[src/rtl/camera_capture_mf.sv]
// DVP byte-stream capture: packs camera bytes into OUT_W-bit words, addresses them
// inside a ring of frame buffers, and drops malformed frames without advancing the ring.
module camera_capture_mf #(
   parameter int OUT_W      = 128,
   parameter int IMG_W      = 640,
   parameter int IMG_H      = 480,
   parameter int BPP        = 2,
   parameter int NUM_FRAMES = 6,
   parameter int EXP_ROW    = 480,
   parameter int ADDR_W     = 25,
   localparam int FI_W      = $clog2(NUM_FRAMES)
) (
   input  logic              p_clk,
   input  logic              rst_n,
   input  logic [7:0]        data,
   input  logic              href,
   input  logic              vsync,
   input  logic              take_pic,
   input  logic              hdr_en,
   output logic [OUT_W-1:0]  p_data,
   output logic              data_valid,
   output logic [ADDR_W-1:0] wr_addr,
   output logic [FI_W-1:0]   frame_idx,
   output logic              frame_done,
   output logic              frame_err,
   output logic              change_exp
);
   // state   | meaning
   // IDLE    | waiting for vsync falling edge
   // CAPTURE | inside a frame, packing bytes and tracking geometry

   localparam int BPW         = OUT_W / 8;
   localparam int LINE_BYTES  = IMG_W * BPP;
   localparam int LINE_WORDS  = LINE_BYTES / BPW;
   localparam int FRAME_WORDS = IMG_H * LINE_WORDS;
   localparam int BC_W        = $clog2(LINE_BYTES + 2);
   localparam int ROW_W       = $clog2(IMG_H + 2);
   localparam int LANE_W      = $clog2(BPW + 1);

   if ((OUT_W % 8) != 0 || (LINE_BYTES % BPW) != 0 || NUM_FRAMES < 2) begin : g_bad_geometry
      $error("camera_capture_mf: line length must be a whole number of output words");
   end

   typedef enum logic {IDLE, CAPTURE} state_t;

   state_t            state;
   logic              q_href, q_vsync, err;
   logic [BC_W-1:0]   byte_cnt;
   logic [ROW_W-1:0]  row;
   logic [LANE_W-1:0] lane;

   logic              frame_start, frame_end, line_end, in_rows, short_line, err_nxt, clean;
   logic [ROW_W-1:0]  row_nxt;
   logic [FI_W-1:0]   idx_inc;
   logic [ADDR_W-1:0] frame_base, line_base;

   always_comb begin
      frame_start = !vsync && q_vsync;
      frame_end   = vsync && !q_vsync;
      // vsync rising while href is still high cuts the current line short
      line_end    = (!href && q_href) || (frame_end && href);
      in_rows     = row < ROW_W'(IMG_H);
      short_line  = line_end && in_rows &&
                    ((byte_cnt != BC_W'(LINE_BYTES)) || (frame_end && href));
      err_nxt     = err || short_line || (href && !in_rows);
      row_nxt     = (line_end && in_rows) ? row + ROW_W'(1) : row;
      clean       = !err_nxt && (row_nxt == ROW_W'(IMG_H));
      idx_inc     = (frame_idx == FI_W'(NUM_FRAMES - 1)) ? '0 : frame_idx + FI_W'(1);
      frame_base  = ADDR_W'(frame_idx) * ADDR_W'(FRAME_WORDS);
      line_base   = frame_base + ADDR_W'(row_nxt) * ADDR_W'(LINE_WORDS);
   end

   always_ff @(posedge p_clk) begin
      if (!rst_n || take_pic) begin
         state      <= IDLE;
         q_href     <= 1'b0;
         q_vsync    <= 1'b1;
         byte_cnt   <= '0;
         row        <= '0;
         lane       <= '0;
         err        <= 1'b0;
         p_data     <= '0;
         data_valid <= 1'b0;
         frame_done <= 1'b0;
         frame_err  <= 1'b0;
         change_exp <= 1'b0;
         if (!rst_n) begin
            frame_idx <= '0;
            wr_addr   <= '0;
         end else begin
            wr_addr   <= frame_base;
         end
      end else begin
         q_href     <= href;
         q_vsync    <= vsync;
         data_valid <= 1'b0;
         frame_done <= 1'b0;
         frame_err  <= 1'b0;
         change_exp <= 1'b0;
         if (state == IDLE) begin
            if (frame_start) begin
               state    <= CAPTURE;
               row      <= '0;
               byte_cnt <= '0;
               lane     <= '0;
               err      <= 1'b0;
               wr_addr  <= frame_base;
            end
         end else begin
            err <= err_nxt;
            if (data_valid) wr_addr <= wr_addr + ADDR_W'(1);
            if (line_end) begin
               // partial word is dropped; next line always starts on a word boundary
               row      <= row_nxt;
               byte_cnt <= '0;
               lane     <= '0;
               if (in_rows) wr_addr <= line_base;
               if (in_rows && row_nxt == ROW_W'(EXP_ROW) && hdr_en) change_exp <= 1'b1;
            end else if (href && in_rows && byte_cnt != BC_W'(LINE_BYTES + 1)) begin
               byte_cnt <= byte_cnt + BC_W'(1);
               if (byte_cnt < BC_W'(LINE_BYTES)) begin
                  p_data[8*lane +: 8] <= data;
                  if (lane == LANE_W'(BPW - 1)) begin
                     lane       <= '0;
                     data_valid <= 1'b1;
                  end else begin
                     lane <= lane + LANE_W'(1);
                  end
               end
            end
            if (frame_end) begin
               state      <= IDLE;
               frame_done <= 1'b1;
               frame_err  <= !clean;
               if (clean) frame_idx <= idx_inc;
            end
         end
      end
   end

endmodule

[config.mk]
export PLATFORM = sky130hd
export DESIGN_NAME = camera_capture_mf
export DESIGN_NICKNAME = d
export VERILOG_FILES = /design/src/rtl/camera_capture_mf.sv
export SDC_FILE = /design/constraint.sdc
export NUM_CORES = 1
export LEC_CHECK = 0
export CORE_ASPECT_RATIO = 1.25
export CORE_MARGIN = 4
export CORE_UTILIZATION = 55
export DETAILED_ROUTE_END_ITERATION = 6
export GPL_ROUTABILITY_DRIVEN = 0
export PLACE_DENSITY_LB_ADDON = 0.25
export SLEW_MARGIN = 0
export SYNTH_ARGS = -nofsm -noshare
export SYNTH_HDL_FRONTEND = slang
export SYNTH_SLANG_ARGS = --single-unit
[constraint.sdc]
create_clock -name p_clk -period 15.08 [get_ports p_clk]
set_input_delay 1.508 -clock p_clk [delete_from_list [all_inputs] [get_ports p_clk]]
set_output_delay 1.508 -clock p_clk [all_outputs]
set_load 0.03 [all_outputs]
==> flow_summary.toml, run 1 <==
[yosys]
yosysSeqAreaShare_pct = 43.4
syn_area_mm2 = 0.00936
syn_nets = 1123
synth-warning-count = 0
synthFlopType = "dfxtp_1"
synth.area.top_cells = "dfxtp_1 (34%), edfxtp_1 (9.0%), nand3_1 (7.4%), ha_1 (4.8%), o21ai_0 (4.5%)"
syn_inst = 1070
synthArstFlopShare_pct = 0
yosysTopAreaCell = "dfxtp_1"
synth_top_area_share_pct = 34.4
synth_seq_cells = 189
yosysUniqueCellTypes = 67
synth_edf_count = 28
avgSynthCellArea_um2 = 8.75

[floorplan]
die_area_mm2 = 0.0192
dieHeight_um = 154
rows = 53
num_io_pins = 174
dieWidth_um = 125
coreArea_mm2 = 0.0168
start_util_pct = 55.8

[clock_tree]
cts.sinks = 189
clockBufferDepth = 2
cts-root-buf = "clkbuf_16"
clk_pin_slew_ps = 70
cts_setup_buffers = 0
hold_buffers = 0
cts_resized = 0
htreeDepth = 4
cts_buffers = 17
cts_tree = "yes"
clkLatencyLatePin_ps = 430

[route]
dr.pass1.iters = 6
wl_mm = 25.4
avgViaCountPerCell = 5.79
drt_iter0_markers = 610
vias = 8309
ant_nets = 0
drc_errors = 0
wire_per_inst_um = 17.7

[final_layout]
final_common_cell = "clkdlybuf4s50_1"
nNetsFinal = 1254
drive_gt1_share_pct = 5.11
final_cell_mix = "clkdlybuf4s50_1 (173), dfxtp_1 (161), nand3_1 (138), nor2_1 (98), nand2_1 (88)"
antenna_cells = 0
syn_to_final_growth_pct = 25.4
final_cell_count_no_fill = 1434
final_core_util_pct = 70.0

[worst_setup_path]
crit_path_cell_trace = "clkdlybuf4s50_1, nand3b_1, a211oi_2, xor2_1, ha_1, ha_1, fa_1, a21o_1, a21oi_1, o21bai_1, a21o_1, xor2_1, ha_1, o211ai_1, o21ai_0, a31oi_1, o21ba_2, nor4_1, o22ai_1"
worstPathRequired_ps = 15240
timing.rr.end = "wr_addr[18]"
critPathKind = "input pin to flop"
setup.worst_path.end_class = "flop"
cp.arrival_ps = 6700
ff2ff_setup_slack_ps = 9770
path_buf_inv = 1
r2r-start = "row[0]"
crit_top_cell = "ha_1"
reg2reg_depth = 18
crit_start = "href"
cp_top_family = "compound AO/OA/AOI/OAI gates"
critical_path.max_stage_delay_ps = 620
crit_end = "wr_addr[18]"
cp-start-kind = "input pin"
cp_slowest_cell = "clkdlybuf4s50_1"
crit_cells = 19
path_max_fanout = 9

[grt]
grt_max_degree = 83
grt_pass1_wl_mm = 41.0
grt_pass1_vias = 8002
grt-ovfl-total = 0
grt_use_total_pct = 25.8
antenna_found_initial = 0

[placement]
dp.cells = 1402
io_buffers = 173
place_ws_ps = 8270
hpwl_mm = 18.1

[timing]
fin_crit_sh_pct = 43.3
rsz0062_at_grt = "false"
fin_tns_setup_ps = 0
fin_skew_ps = 10.7
setup_ws_ps = 8550
drv_slew = 0
setup_viol = 0
max_clock_freq_mhz = 153
worstMarginPinSlew_ps = 1110
hold_viol_final = 0
slew_headroom_pct = 25.8
min_period_ps = 6530

[power]
leakage_nw = 4.40
powerDensity_mw_per_mm2 = 90.5
total_power_mw = 1.06
peakVddDrop_mv = 0.0793

[status]
outcome = "finished clean"

[flow_run]
maxCapViolations = 0

[worst_hold_path]
hp-class = "flop to flop"
==> through the flow <==
stage               hold WS [ps]  area (µm²)
floorplan                    454        9360
global placement             436       11100
detailed placement           445       11100
CTS                          452       11700
global route                 469       11700
finish                       450       11700
==> synth_stat cells (9+ instances only) <==
cell / number
nand3_1: 138
a21oi_1: 54
nand2_1: 88
o21ai_0: 85
nor2_1: 99
buf_2: 15
edfxtp_1: 28
nor4_1: 9
nand2b_1: 12
dfxtp_1: 161
mux2i_1: 40
xor2_1: 22
nor3_1: 17
inv_1: 21
nand4_1: 12
clkbuf_1: 42
a211oi_1: 12
and2_1: 16
nor2b_1: 10
o31ai_1: 18
ha_1: 36
xnor2_1: 32
and3_1: 13
==> power by group <==
| group | total [mW] | internal, mW | leakage, nW | switching, mW |
|---|---|---|---|---|
| clock | 0.462 | 0.247 | 0.304 | 0.215 |
| sequential | 0.525 | 0.517 | 1.62 | 0.00795 |
| combinational | 0.0755 | 0.0262 | 2.48 | 0.0494 |
==> worst min-delay path: stages, from the launching register on <==
cell and delay (ps):
dfxtp_1 310, nand2_1 50, a21oi_1 50
==> registers in the layout (all words and copies together) (netlist names), 3 cells and up <==
signal     count
frame_idx      3
wr_addr       25
lane           5
p_data       128
row            9
byte_cnt      11
==> routing by layer <==
layer	routed length [µm]	vias up	GRT usage (%)	part of all wire (%)
li1	-	4067	-	-
met1	10400	3942	30.6	41
met3	1420	45	5.49	5.6
met2	12900	255	46.0	51
met4	693	0	9.50	2.7
met5	0	-	0	0
==> area by class of cell <==
cell class,count,area [µm²]
clock inverters,13,168
repair buffers,178,1770
inverters,21,78.8
well taps,220,275
flip-flops and latches,189,4060
clock buffers,19,453
multi-input cells,794,4940
fillers,1314,5030
==> kinds of logic after synthesis <==
family,count (synthesis),share of synthesized area [%]
mux,41,4.40
fa+ha+maj,39,5.45
flops,189,43.4
compound gates,204,12.8
simple gates,455,24.7
xor+xnor,55,5.23
buf+inv,87,3.97
==> worst min-delay path by stage <==
stage,from,endpoint,slack (ps),depth (start not counted)
finish,p_data[38],p_data[38],450,2
detailed placement,p_data[38],p_data[38],440,2
CTS,p_data[38],p_data[38],450,2
global route,p_data[38],p_data[38],470,2
floorplan,q_vsync,frame_done,450,1
global placement,p_data[34],p_data[34],440,2
Note: power is estimated with default switching activity, not from simulation.
==> run 2: changes to the inputs <==
CORE_UTILIZATION = 48   (was 55)
clock period = 5.35 ns   (was 15.08 ns; I/O delays follow)
==> run 2 against run 1 <==
Combinational power grew to 2.9 times the previous value. Power rose to 2.8 times the previous value. Via count up 0.55%. Worst hold slack gained 5.1 ps. Count of clock-buffer cells in the layout is 1 lower. First-iteration DRC count increased by 6.1%. Clock skew up 8.4 ps. Clock power grew to 2.8 times the previous value. Wire length increased by 0.79%. Sequential power grew to 2.8 times the previous value. Global-route usage shrank 2.4 points. Worst setup slack worse by 8200 ps.
==> flow_summary.toml, run 2 (same netlist as run 1, synthesis figures left out) <==
[final_layout]
largest_reg_flops = 128
final_cell_mix = "clkdlybuf4s50_1 (173), dfxtp_1 (161), nand3_1 (138), nor2_1 (98), nand2_1 (88)"
nNetsFinal = 1271
regMostFlops = "p_data"
reg.largest.list = "p_data: 128 flops, wr_addr: 25 flops, byte_cnt: 11 flops"
drive_gt1_share_pct = 6.50
final_common_cell = "clkdlybuf4s50_1"
syn_to_final_growth_pct = 27.4
antenna_cells = 0

[grt]
grt_max_degree = 71
grt_pass1_wl_mm = 41.4
grt-ovfl-total = 0
grt_pass1_vias = 8171
grt_use_total_pct = 23.4
antenna_found_initial = 0

[power]
leakage_nw = 4.48
pwr-share-clk_pct = 43.4
powerDensity_mw_per_mm2 = 251
combPwrFrac_pct = 7.2
power.internal_mw = 2.19
peakVddDrop_mv = 0.253
p_seq_share_pct = 49.3
switching_share_pct = 27.0
power.switching_mw = 0.810

[clock_tree]
htreeDepth = 4
cts_tree = "yes"
clockBufferDepth = 2
cts_setup_buffers = 0
clkLatencyLatePin_ps = 450
hold_buffers = 0
cts_buffers = 17
cts_resized = 0
cts-root-buf = "clkbuf_16"
cts.sinks = 189
clk_pin_slew_ps = 80

[floorplan]
num_io_pins = 174
die_area_mm2 = 0.0218
dieHeight_um = 164
rows = 56
dieWidth_um = 133
start_util_pct = 49.3
coreArea_mm2 = 0.0190

[timing]
fin_tns_setup_ps = 0
min_period_ps = 4980
slew_headroom_pct = 25.1
hold_viol_final = 0
worstMarginPinSlew_ps = 1120
max_clock_freq_mhz = 201
fin_skew_ps = 19.1
fin_crit_sh_pct = 93.0
holdWs_ps = 455
rsz0062_at_grt = "false"
setup_viol = 0
drv_slew = 0

[worst_hold_path]
hp-class = "flop to flop"
min_to = "p_data[97]"
min_from = "p_data[97]"
whs_path_depth = 2

[route]
drc_errors = 0
ant_nets = 0
vias = 8355
drt_iter0_markers = 647
avgViaCountPerCell = 5.60
dr.pass1.iters = 6
wl_mm = 25.6
wire_per_inst_um = 17.2

[worst_setup_path]
timing.rr.end = "wr_addr[18]"
path_max_fanout = 5
cp.arrival_ps = 5160
setup.worst_path.end_class = "flop"
ff2ff_setup_slack_ps = 480
reg2reg_depth = 18
worstPathRequired_ps = 5540
critPathKind = "input pin to flop"
r2r-start = "row[1]"
cp-start-kind = "input pin"

[flow_run]
maxCapViolations = 0

[placement]
hpwl_mm = 18.6
io_buffers = 173

[status]
outcome = "finished clean"
## run 2: changes by cell type in the layout (fill, tap and decap cells not counted), sizes merged
cell | before | now
clkbuf | 19 | 18
inv | 27 | 30
bufinv | 1 | 0
buf | 5 | 22
clkinv | 6 | 5
## run 2: stage by stage
stage,instances,worst slack (ps),power (mW),cell area (µm²),util (%)
floorplan,1070,262,1.65,9360,-
finish,1492,375,3.00,11900,62.8
CTS,1492,329,3.02,11900,62.8
detailed placement,1460,-109,1.73,11300,59.5
global placement,1460,8.13,1.72,11300,59.5
global route,1492,33.4,3.10,11900,62.8
## run 2: cell type report
type | instances | area (µm²)
Inverter | 21 | 78.8
Clock buffer | 18 | 439
Tap cell | 261 | 327
Multi-Input combinational cell | 794 | 4940
Fill cell | 1628 | 7060
Sequential cell | 189 | 4060
Timing Repair Buffer | 195 | 1900
Clock inverter | 14 | 180
## run 2: per-layer routing
metal	GRT usage, %	part of all wire, %	vias up
li1	-	-	4096
met1	27.5	41	3939
met2	40.5	50	272
met3	6.77	7.1	48
met4	8.79	2.8	0
met5	0	0	-
## run 2: worst max path at each step
stage          start          end  slack [ps]  depth (start not counted)
6_report       vsync  wr_addr[18]         370                         20
5_1_grt         href  wr_addr[18]          30                         20
4_1_cts         href  wr_addr[18]         330                         20
3_5_place_dp    href  wr_addr[18]        -110                         20
3_3_place_gp    href  wr_addr[18]           8                         20
2_1_floorplan   href  wr_addr[18]         260                         23
## run 2: critical path, stage by stage
cell	delay, ps
clkdlybuf4s50_1	560
and3b_1	260
nor2_1	80
nor2_1	260
nand2_1	130
xnor2_1	220
ha_1	310
fa_1	460
a21o_1	190
a21oi_1	240
o21bai_1	100
a21o_1	210
xor2_1	140
ha_1	330
o211ai_1	110
o21ai_1	260
a31oi_2	190
o21ba_2	230
nor4_1	220
o22ai_1	110
## run 2: power by group through the flow
stage               Clock [mW]  Sequential, mW  Combinational, mW
floorplan                    0            1.53              0.111
global placement             0            1.51              0.212
detailed placement           0            1.51              0.214
CTS                       1.33            1.48              0.216
global route              1.38            1.48              0.234
finish                    1.30            1.48              0.217
